==> src/rtl/sdram_arbit.sv <==
// SDRAM command arbiter: hands the pin bus to init, refresh, write or read.
// Fixed priority refresh > write > read, one NOP cycle between bursts.
module sdram_arbit #(
    parameter logic [3:0] NOP = 4'b0111
) (
    input  logic        sclk,
    input  logic        s_rst_n,
    input  logic        flag_init_end,
    input  logic [3:0]  init_cmd,
    input  logic [11:0] init_addr,
    input  logic        ref_req,
    input  logic        flag_ref_end,
    input  logic [3:0]  ref_cmd,
    input  logic [11:0] ref_addr,
    input  logic [1:0]  ref_bank,
    input  logic        wr_req,
    input  logic        flag_wr_end,
    input  logic [3:0]  wr_cmd,
    input  logic [11:0] wr_addr,
    input  logic [1:0]  wr_bank,
    input  logic        rd_req,
    input  logic        flag_rd_end,
    input  logic [3:0]  rd_cmd,
    input  logic [11:0] rd_addr,
    input  logic [1:0]  rd_bank,
    output logic        ref_en,
    output logic        wr_en,
    output logic        rd_en,
    output logic [3:0]  sdram_cmd,
    output logic [11:0] sdram_addr,
    output logic [1:0]  sdram_bank,
    output logic [2:0]  arb_state
);

    localparam logic [2:0] INIT  = 3'd0;
    localparam logic [2:0] ARBIT = 3'd1;
    localparam logic [2:0] AREF  = 3'd2;
    localparam logic [2:0] WRITE = 3'd3;
    localparam logic [2:0] READ  = 3'd4;

    logic [2:0] state;
    logic [2:0] state_nxt;
    logic       ref_go;
    logic       wr_go;
    logic       rd_go;

    // grants are only decided while idling in ARBIT
    always_comb begin
        ref_go = (state == ARBIT) && ref_req;
        wr_go  = (state == ARBIT) && !ref_req && wr_req;
        rd_go  = (state == ARBIT) && !ref_req && !wr_req && rd_req;
    end

    always_comb begin
        state_nxt = state;
        case (state)
            INIT: begin
                if (flag_init_end) state_nxt = ARBIT;
            end
            ARBIT: begin
                if (ref_go)     state_nxt = AREF;
                else if (wr_go) state_nxt = WRITE;
                else if (rd_go) state_nxt = READ;
            end
            AREF: begin
                if (flag_ref_end) state_nxt = ARBIT;
            end
            WRITE: begin
                if (flag_wr_end) state_nxt = ARBIT;
            end
            READ: begin
                if (flag_rd_end) state_nxt = ARBIT;
            end
            default: state_nxt = ARBIT;
        endcase
    end

    always_ff @(posedge sclk or negedge s_rst_n) begin
        if (!s_rst_n) begin
            state  <= INIT;
            ref_en <= 1'b0;
            wr_en  <= 1'b0;
            rd_en  <= 1'b0;
        end else begin
            state  <= state_nxt;
            ref_en <= ref_go;
            wr_en  <= wr_go;
            rd_en  <= rd_go;
        end
    end

    always_comb begin
        sdram_cmd  = NOP;
        sdram_addr = 12'd0;
        sdram_bank = 2'b00;
        case (state)
            INIT: begin
                sdram_cmd  = init_cmd;
                sdram_addr = init_addr;
            end
            AREF: begin
                sdram_cmd  = ref_cmd;
                sdram_addr = ref_addr;
                sdram_bank = ref_bank;
            end
            WRITE: begin
                sdram_cmd  = wr_cmd;
                sdram_addr = wr_addr;
                sdram_bank = wr_bank;
            end
            READ: begin
                sdram_cmd  = rd_cmd;
                sdram_addr = rd_addr;
                sdram_bank = rd_bank;
            end
            default: ;
        endcase
    end

    assign arb_state = state;

endmodule

==> config.mk <==
export PLATFORM = sky130hd
export DESIGN_NAME = sdram_arbit
export DESIGN_NICKNAME = d
export VERILOG_FILES = /design/src/rtl/sdram_arbit.sv
export SDC_FILE = /design/constraint.sdc
export NUM_CORES = 1
export LEC_CHECK = 0
export BUFFER_PORTS_ARGS = -buffer_cell sky130_fd_sc_hd__buf_2
export CAP_MARGIN = 10
export CORE_MARGIN = 1.5
export CORE_UTILIZATION = 38
export DETAILED_ROUTE_END_ITERATION = 10
export GPL_ROUTABILITY_DRIVEN = 1
export GPL_TIMING_DRIVEN = 0
export PLACE_DENSITY = 0.86
export SLEW_MARGIN = 10
export SYNTH_ARGS = -nofsm -noshare
export SYNTH_HDL_FRONTEND = slang
export SYNTH_SLANG_ARGS = --single-unit
==> constraint.sdc <==
create_clock -name sclk -period 3.5 [get_ports sclk]
set_clock_uncertainty 0.15 [all_clocks]
set_input_delay 0.175 -clock sclk [delete_from_list [all_inputs] [get_ports sclk]]
set_output_delay 0.175 -clock sclk [all_outputs]
set_load 0.01 [all_outputs]
==> flow_metrics.py, run 1 <==
metrics = {
    "power": {
        "leakagePower_uw": 0.000824,
        "ir_drop_uv": 389,
        "power.density_nw_per_um2": 639,
    },
    "timing": {
        "post-route-period-util_pct": 57.3,
        "max_freq_mhz": 499,
        "setup_tns_ns": 0,
        "maxSlewViolCount": 0,
        "min_period_ns": 2.00,
        "grt_setup_unrepaired": "false",
        "worstMarginPinSlew_ns": 0.699,
        "whs_ns": 0.0375,
        "relSlewSlack_pct": 53.4,
        "setup_viol": 0,
        "hold_violations": 0,
    },
    "grt": {
        "grt_pass1_wl_um": 4920,
        "antenna_found_initial": 0,
        "grt_pass1_vias": 1169,
        "grt_start_max_net_pins": 11,
        "grt_use_total_pct": 22.7,
        "grt-ovfl-total": 0,
    },
    "place": {
        "routabilityCongestion": 0.780,
        "port_buffers": 102,
        "placed_area_um2": 1540,
        "hpwlAfterDp_um": 2620,
    },
    "clock_tree": {
        "cts_root_buf": "clkbuf_4",
        "clockBufferDepth": 2,
        "cts_buffers": 3,
        "worstSkewPairLatency_ns": 0.24,
        "cts_resized": 0,
        "clkTransAtPathRegs_ns": 0.04,
        "htree_levels": 1,
        "cts_tree": "built",
        "cts.sinks": 6,
    },
    "logic_synthesis": {
        "synth_ff_type": "dfrtp_1",
        "syn_area_per_cell_um2": 9.90,
        "synth-edff-count": 0,
        "ys_ff_latch": 6,
        "syn_area_um2": 990,
        "synth_nets": 179,
        "synthCells": 100,
        "synthArstFlopShare_pct": 100,
        "ys_seq_area_share_pct": 15.2,
        "ys_types": 30,
        "synth-warning-count": 0,
    },
    "finish": {
        "layout_commonest_cell": "buf_2",
        "nets": 287,
        "insertedDiodeCount": 0,
        "area_growth_pct": 58.7,
        "finalInstanceArea_um2": 1570,
        "postLayoutCoreUtil_pct": 63.4,
        "n_fill_cell": 227,
        "layout_common_cells": "105 x buf_2, 14 x mux2i_1, 13 x a2bb2oi_1",
        "drive_gt1_share_pct": 64.1,
    },
    "detailed_routing": {
        "num_vias": 1220,
        "totalWireLength_um": 3140,
        "drcViolationCount": 0,
        "drt-pass1-iter-count": 4,
        "drt_iter0_markers": 12,
        "via_per_inst": 5.17,
        "detail-route-antenna-nets": 0,
        "wire_per_inst_um": 13.3,
    },
    "setup_path": {
        "cp-end-kind": "output port",
        "r2r-start": "arb_state[2]",
        "crit_arrival_ns": 1.68,
        "regToRegSetupSlack_ns": 1.99,
        "cp_max_fo": 10,
        "worstSetupPathType": "reg2out",
        "crit_top_cell": "buf_2",
        "worst_r2r_endpoint": "arb_state[0]",
        "critPathMaxStageDelay_ns": 0.56,
        "crit_path_cell_trace": "buf_2 -> buf_1 -> o2bb2ai_2 -> buf_2",
        "crit_slowest_cell": "buf_1",
        "cp_data_required_time_ns": 3.17,
        "startpoint_type": "flop",
        "reg2reg_depth": 4,
    },
    "die": {
        "die_x_um": 54.0,
        "die_area_um2": 2920,
        "ios": 103,
        "start_util_pct": 39.9,
        "die_h_um": 54.0,
        "rows": 18,
        "core_area_um2": 2480,
    },
    "min_path": {
        "min_from": "ref_req",
        "hold_depth": 2,
        "min_path_type": "in2reg",
        "hold_path_end": "rd_en",
    },
    "flow_run": {
        "cap_violations": 0,
    },
    "status": {
        "status": "complete, no violations",
    },
}
[state kept, by name, indices dropped and copies added, names as in the netlist]
register   flops
arb_state      3
rd_en          1
ref_en         1
wr_en          1
[worst max-delay path by stage]
stage	startpoint	end	slack, ns	depth (start not counted)
after floorplan	arb_state[1]	sdram_addr[10]	1.97	6
after global placement	arb_state[0]	sdram_addr[4]	1.77	4
after detailed placement	arb_state[0]	sdram_addr[9]	1.76	4
after CTS	arb_state[0]	sdram_addr[3]	1.50	4
after global routing	arb_state[2]	sdram_addr[9]	1.38	5
final	arb_state[0]	sdram_addr[3]	1.50	4
[synth_stat cells (2+ instances only)]
| cell | n | area [um^2] |
|---|---|---|
| nor3_1 | 4 | 20.0 |
| a22oi_1 | 3 | 22.5 |
| nor2b_4 | 2 | 27.5 |
| nor3b_1 | 4 | 30.0 |
| nor2_1 | 6 | 22.5 |
| buf_2 | 3 | 15.0 |
| buf_6 | 5 | 56.3 |
| dfrtp_1 | 6 | 150 |
| o2bb2ai_2 | 10 | 150 |
| nor2b_1 | 2 | 12.5 |
| nand2_1 | 2 | 7.51 |
| mux2_2 | 2 | 22.5 |
| buf_4 | 2 | 15.0 |
| mux2i_1 | 14 | 140 |
| a21oi_1 | 2 | 10.0 |
| o2bb2ai_1 | 5 | 43.8 |
| a2bb2oi_1 | 13 | 114 |
| o32ai_1 | 2 | 17.5 |
| o21a_1 | 2 | 15.0 |
[routing by layer]
layer	wire (um)	vias up	GRT usage (%)	share of wire, %
li1	-	610	-	-
met1	1230	553	26.0	39
met2	1660	53	42.3	53
met3	208	4	3.06	6.6
met4	38	0	8.33	1.2
met5	0	-	0	0
[cells by family after synthesis]
| kind of cell | synth area share [%] |
|---|---|
| muxes | 16.4 |
| DFF | 15.2 |
| buffers and inverters | 11.5 |
| and+or+nand+nor | 17.4 |
| AOI/OAI and AO/OA | 39.4 |
[critical path, delay by kind of cell, from the launching register on]
kind	cells	cell delay [ns]
AOI/OAI and AO/OA	1	0.10
buffers and inverters	3	0.94
DFF	1	0.39
[through the flow]
stage / power, uW / setup slack [ns] / instances
after floorplan: 702 / 1.97 / 100
after global placement: 936 / 1.77 / 232
after detailed placement: 947 / 1.76 / 232
after CTS: 1010 / 1.50 / 236
after global routing: 1090 / 1.38 / 236
final: 1000 / 1.50 / 236
[what timing repair did]
item,in CTS,in global routing
hold endpoints to repair,6,0
hold buffers,1,0
setup buffers,0,0
[power breakdown]
| group | leakage (uW) | switching, uW | internal (uW) |
|---|---|---|---|
| sequential | 0.0000771 | 11.5 | 89.0 |
| clock | 0.0000138 | 22.8 | 38.6 |
| combinational | 0.000733 | 421 | 420 |
| total | 0.000824 | 456 | 548 |
[final cells by class]
cell class                      count  area (um^2)  area share (%)
Clock buffer                        3         22.5            1.43
Tap cell                           30         37.5            2.39
Buffer                             13          114            7.25
Multi-Input combinational cell     81          726            46.2
Sequential cell                     6          150            9.56
Timing Repair Buffer              103          520            33.1
Power figures use the tool's default switching activity.
==> inputs of run 2 (changes only) <==
- CORE_UTILIZATION: 38 -> 35
- PLACE_DENSITY: 0.86 -> 0.8
- clock period: 3.5 -> 2.1 ns (I/O delays scaled with it)
==> run 2 against run 1 <==
Compared with the run above: sequential share of layout area decreased by 0.13 points; critical path depth unchanged; power increased by 68%; combinational power increased by 68%; flip-flop and latch count unchanged; largest cell class unchanged; critical path type unchanged; clock power rose by 68%; count of clock-buffer cells in the layout is the same.
==> flow_metrics.py, run 2 (synthesized netlist as in run 1, its figures left out) <==
metrics = {
    "clock_tree": {
        "clockBufferDepth": 2,
        "htree_levels": 1,
        "clkTransAtPathRegs_ns": 0.04,
        "cts_root_buf": "clkbuf_4",
        "cts_buffers": 3,
        "cts_tree": "built",
        "worstSkewPairLatency_ns": 0.24,
        "cts_setup_buffers": 0,
        "cts.sinks": 6,
    },
    "die": {
        "die_area_um2": 3160,
        "core_area_um2": 2710,
        "die_x_um": 56.2,
        "rows": 19,
        "ios": 103,
        "die_h_um": 56.2,
        "start_util_pct": 36.5,
    },
    "place": {
        "hpwlAfterDp_um": 2650,
        "placed_area_um2": 1540,
        "routabilityCongestion": 0.738,
        "dp_slack_ns": 0.381,
        "dp.cells": 233,
        "port_buffers": 102,
    },
    "detailed_routing": {
        "drt-pass1-iter-count": 4,
        "via_per_inst": 5.17,
        "wire_per_inst_um": 13.7,
        "num_vias": 1236,
        "detail-route-antenna-nets": 0,
        "drcViolationCount": 0,
        "totalWireLength_um": 3260,
        "drt_iter0_markers": 28,
    },
    "setup_path": {
        "cp-end-kind": "output port",
        "cp_data_required_time_ns": 1.85,
        "reg2reg_depth": 4,
        "crit_arrival_ns": 1.70,
        "worstSetupPathType": "reg2out",
        "startpoint_type": "flop",
        "cp_max_fo": 10,
    },
    "min_path": {
        "hold_depth": 2,
        "min_path_type": "in2reg",
    },
    "timing": {
        "final.setup.worst_slack_ns": 0.142,
        "relSlewSlack_pct": 51.3,
        "setup_tns_ns": 0,
        "min_period_ns": 1.96,
        "worstMarginPinSlew_ns": 0.731,
        "max_freq_mhz": 511,
        "post-route-period-util_pct": 93.2,
        "hold_violations": 0,
        "grt_setup_unrepaired": "false",
        "setup_viol": 0,
        "maxSlewViolCount": 0,
    },
    "power": {
        "power.density_nw_per_um2": 1060,
        "ir_drop_uv": 773,
        "leakagePower_uw": 0.000832,
    },
    "finish": {
        "drive_gt1_share_pct": 63.5,
        "nets": 289,
        "n_fill_cell": 277,
        "finalInstanceArea_um2": 1590,
        "postLayoutCoreUtil_pct": 58.7,
        "final_cells": 239,
        "largest_reg_flops": 3,
        "layout_commonest_cell": "buf_2",
        "layout_common_cells": "105 x buf_2, 14 x mux2i_1, 13 x a2bb2oi_1",
        "area_growth_pct": 60.8,
        "insertedDiodeCount": 0,
    },
    "grt": {
        "grt_pass1_vias": 1177,
        "antenna_found_initial": 0,
        "grt_start_max_net_pins": 11,
        "grt_use_total_pct": 20.3,
        "grt_pass1_wl_um": 5110,
        "grt-ovfl-total": 0,
    },
    "status": {
        "status": "complete, no violations",
    },
    "flow_run": {
        "cap_violations": 0,
    },
}
[run 2: routing by layer]
metal	wire (um)	GRT usage, %	vias up
met5	0	0	-
met4	15	7.14	0
met3	203	1.63	2
met2	1790	40.0	49
met1	1250	22.3	570
li1	-	-	615
[run 2: what timing repair did]
item,in CTS,in global routing
hold buffers,3,0
gates resized for setup,0,0
hold endpoints to repair,9,0
[run 2: power by group]
part / total, uW / leakage [uW] / internal, uW / switching (uW)
logic: 1410 / 0.000741 / 702 / 712
clock network: 103 / 0.0000138 / 64.4 / 38.4
registers: 168 / 0.0000771 / 148 / 19.4
total: 1680 / 0.000832 / 915 / 770
[run 2: area by class of cell]
class / count / area, um^2 / share of cell area, %
tap: 31 / 38.8 / 2.44
timing repair buffer: 105 / 541 / 34.0
buffer: 13 / 114 / 7.15
sequential: 6 / 150 / 9.43
clock buffer: 3 / 22.5 / 1.42
multi-input combinational: 81 / 726 / 45.6
[run 2: critical path, stage by stage (launching register included)]
cell and delay (ns):
dfrtp_1 0.40, buf_2 0.23, buf_1 0.58, o2bb2ai_2 0.09, buf_2 0.16
[run 2: through the flow]
step / total power, uW / hold slack, ns
finish: 1680 / 0.0260
global route: 1810 / 0.0205
CTS: 1700 / 0.0126
detailed placement: 1580 / -0.218
global placement: 1560 / -0.224
floorplan: 1170 / -0.341
[run 2: path summary, 6_finish.rpt]
| check | slack (ns) | from | end |
|---|---|---|---|
| setup / recovery | 0.14 | arb_state[0] | sdram_addr[4] |
| max in group asynchronous | 1.60 | s_rst_n | ref_en |
| min in group asynchronous | 0.06 | s_rst_n | arb_state[1] |
| setup reg to reg | 0.56 | arb_state[0] | rd_en |
| hold reg to reg | 0.48 | arb_state[0] | arb_state[1] |
| hold / removal | 0.03 | wr_req | wr_en |
==> inputs of run 3 (changes only) <==
- CORE_UTILIZATION: 35 -> 36
- CTS_BUF_LIST: unset -> sky130_fd_sc_hd__clkbuf_4
- PLACE_DENSITY: 0.8 -> 0.82
==> run 3 against run 2 <==
Compared with the run above: fmax rose by 1.5%; count of clock-buffer cells in the layout stayed put; highest routed layer unchanged; critical path type unchanged; flip-flop and latch count unchanged; clock power about the same; setup slack improved by 0.030 ns; die area fell by 2.6%; global-route usage down 1.4 points; first-iteration DRC count is 29% higher; cell count fell by 0.42%; non-clock buffer count unchanged; worst hold slack got worse by 0.0086 ns.
==> flow_metrics.py, run 3 (synthesized netlist as in run 1, its figures left out) <==
metrics = {
    "status": {
        "status": "complete, no violations",
    },
    "die": {
        "rows": 18,
        "die_area_um2": 3070,
        "start_util_pct": 38.9,
        "core_area_um2": 2540,
        "die_x_um": 55.4,
        "die_h_um": 55.4,
        "ios": 103,
    },
    "setup_path": {
        "crit_arrival_ns": 1.67,
        "cp_max_fo": 10,
        "worstSetupPathType": "reg2out",
        "critPathMaxStageDelay_ns": 0.37,
        "crit_slowest_cell": "clkbuf_1",
        "cp-end-kind": "output port",
        "cp_data_required_time_ns": 1.85,
        "crit_path_cell_trace": "buf_4 -> clkbuf_1 -> a2bb2oi_1 -> o2bb2ai_2 -> buf_2",
        "startpoint_type": "flop",
    },
    "finish": {
        "layout_commonest_cell": "buf_2",
        "drive_gt1_share_pct": 63.5,
        "final_cells": 238,
        "area_growth_pct": 60.7,
        "nets": 289,
        "layout_common_cells": "105 x buf_2, 14 x mux2i_1, 13 x a2bb2oi_1",
        "insertedDiodeCount": 0,
        "largest_reg_flops": 3,
    },
    "clock_tree": {
        "htree_levels": 1,
        "worstSkewPairLatency_ns": 0.23,
        "clkTransAtPathRegs_ns": 0.05,
        "cts_root_buf": "clkbuf_4",
        "cts.sinks": 6,
        "clockBufferDepth": 2,
        "cts_setup_buffers": 0,
        "cts_resized": 0,
        "cts_tree": "built",
        "cts_buffers": 3,
    },
    "timing": {
        "setup_viol": 0,
        "max_freq_mhz": 519,
        "relSlewSlack_pct": 55.1,
        "worstMarginPinSlew_ns": 0.674,
        "hold_violations": 0,
        "min_period_ns": 1.93,
        "whs_ns": 0.0174,
        "grt_setup_unrepaired": "false",
        "maxSlewViolCount": 0,
        "setup_tns_ns": 0,
        "post-route-period-util_pct": 91.8,
    },
    "detailed_routing": {
        "via_per_inst": 5.19,
        "detail-route-antenna-nets": 0,
        "drt_iter0_markers": 36,
        "totalWireLength_um": 3090,
        "drcViolationCount": 0,
        "drt-pass1-iter-count": 4,
        "wire_per_inst_um": 13.0,
        "num_vias": 1236,
    },
    "grt": {
        "grt-ovfl-total": 0,
        "grt_start_max_net_pins": 11,
        "antenna_found_initial": 0,
        "grt_pass1_vias": 1131,
        "grt_pass1_wl_um": 4850,
        "grt_use_total_pct": 18.9,
    },
    "power": {
        "swShare_pct": 45.5,
        "p_int_uw": 914,
        "power.density_nw_per_um2": 1050,
        "pwr-share-clk_pct": 6.0,
        "p_comb_share_pct": 84.0,
        "ir_drop_uv": 819,
        "finalPower_uw": 1680,
        "seq_power_share_pct": 10.0,
        "leakagePower_uw": 0.000832,
        "p_sw_uw": 762,
    },
    "place": {
        "dp.cells": 232,
        "port_buffers": 102,
        "hpwlAfterDp_um": 2530,
        "routabilityCongestion": 0.790,
    },
    "min_path": {
        "min_path_type": "in2reg",
    },
    "flow_run": {
        "cap_violations": 0,
    },
}
==> run 3: cell counts in the layout (fill, tap and decap cells not counted) <==
No cell type changed its count.
==> run 3: path summary, 6_finish.rpt <==
| path | start | endpoint | slack [ns] | cells after the start |
|---|---|---|---|---|
| setup / recovery | arb_state[2] | sdram_addr[4] | 0.17 | 5 |
| hold / removal | wr_req | wr_en | 0.02 | 2 |
| setup reg to reg | arb_state[2] | arb_state[0] | 0.56 | 4 |
| hold reg to reg | arb_state[0] | arb_state[1] | 0.47 | 2 |
| max in group asynchronous | s_rst_n | ref_en | 1.56 | 2 |
| min in group asynchronous | s_rst_n | rd_en | 0.10 | 2 |
==> run 3: what timing repair did <==
action | 4_1_cts | 5_1_grt
endpoints found under the hold margin | 9 | 0
setup endpoints to repair | 0 | 0
hold buffers | 3 | 0
==> run 3: cell type report <==
class / count / area (um^2)
plain buffers: 13 / 114
clock buffers: 3 / 22.5
repair buffers: 105 / 541
well taps: 30 / 37.5
fillers: 243 / 955
multi-input cells: 81 / 726
flip-flops and latches: 6 / 150
==> run 3: worst max-delay path: cells and delay by family (launching register included) <==
family / cells / cell delay (ns)
buf+inv: 3 / 0.70
compound gates: 2 / 0.40
flops: 1 / 0.34
==> run 3: metrics by stage <==
step                setup slack (ns)  util (%)  instance area, um^2
floorplan                      0.638         -                  990
global placement               0.447      60.4                 1540
detailed placement             0.420      60.4                 1540
CTS                            0.157      62.5                 1590
global route                  0.0276      62.5                 1590
finish                         0.172      62.5                 1590
==> run 3: power groups by stage <==
stage	Clock [uW]	Sequential (uW)	Combinational [uW]
final	101	167	1410
after detailed placement	0	169	1410
after floorplan	0	184	985
after CTS	105	168	1420
after global routing	108	173	1520
after global placement	0	168	1400
==> run 3: metal layers <==
metal / up-vias / share of wire [%] / GRT usage, %
li1: 614 / - / -
met1: 567 / 41 / 22.4
met2: 49 / 53 / 35.0
met3: 6 / 4.6 / 2.58
met4: 0 / 1.4 / 5.57
met5: - / 0 / 0
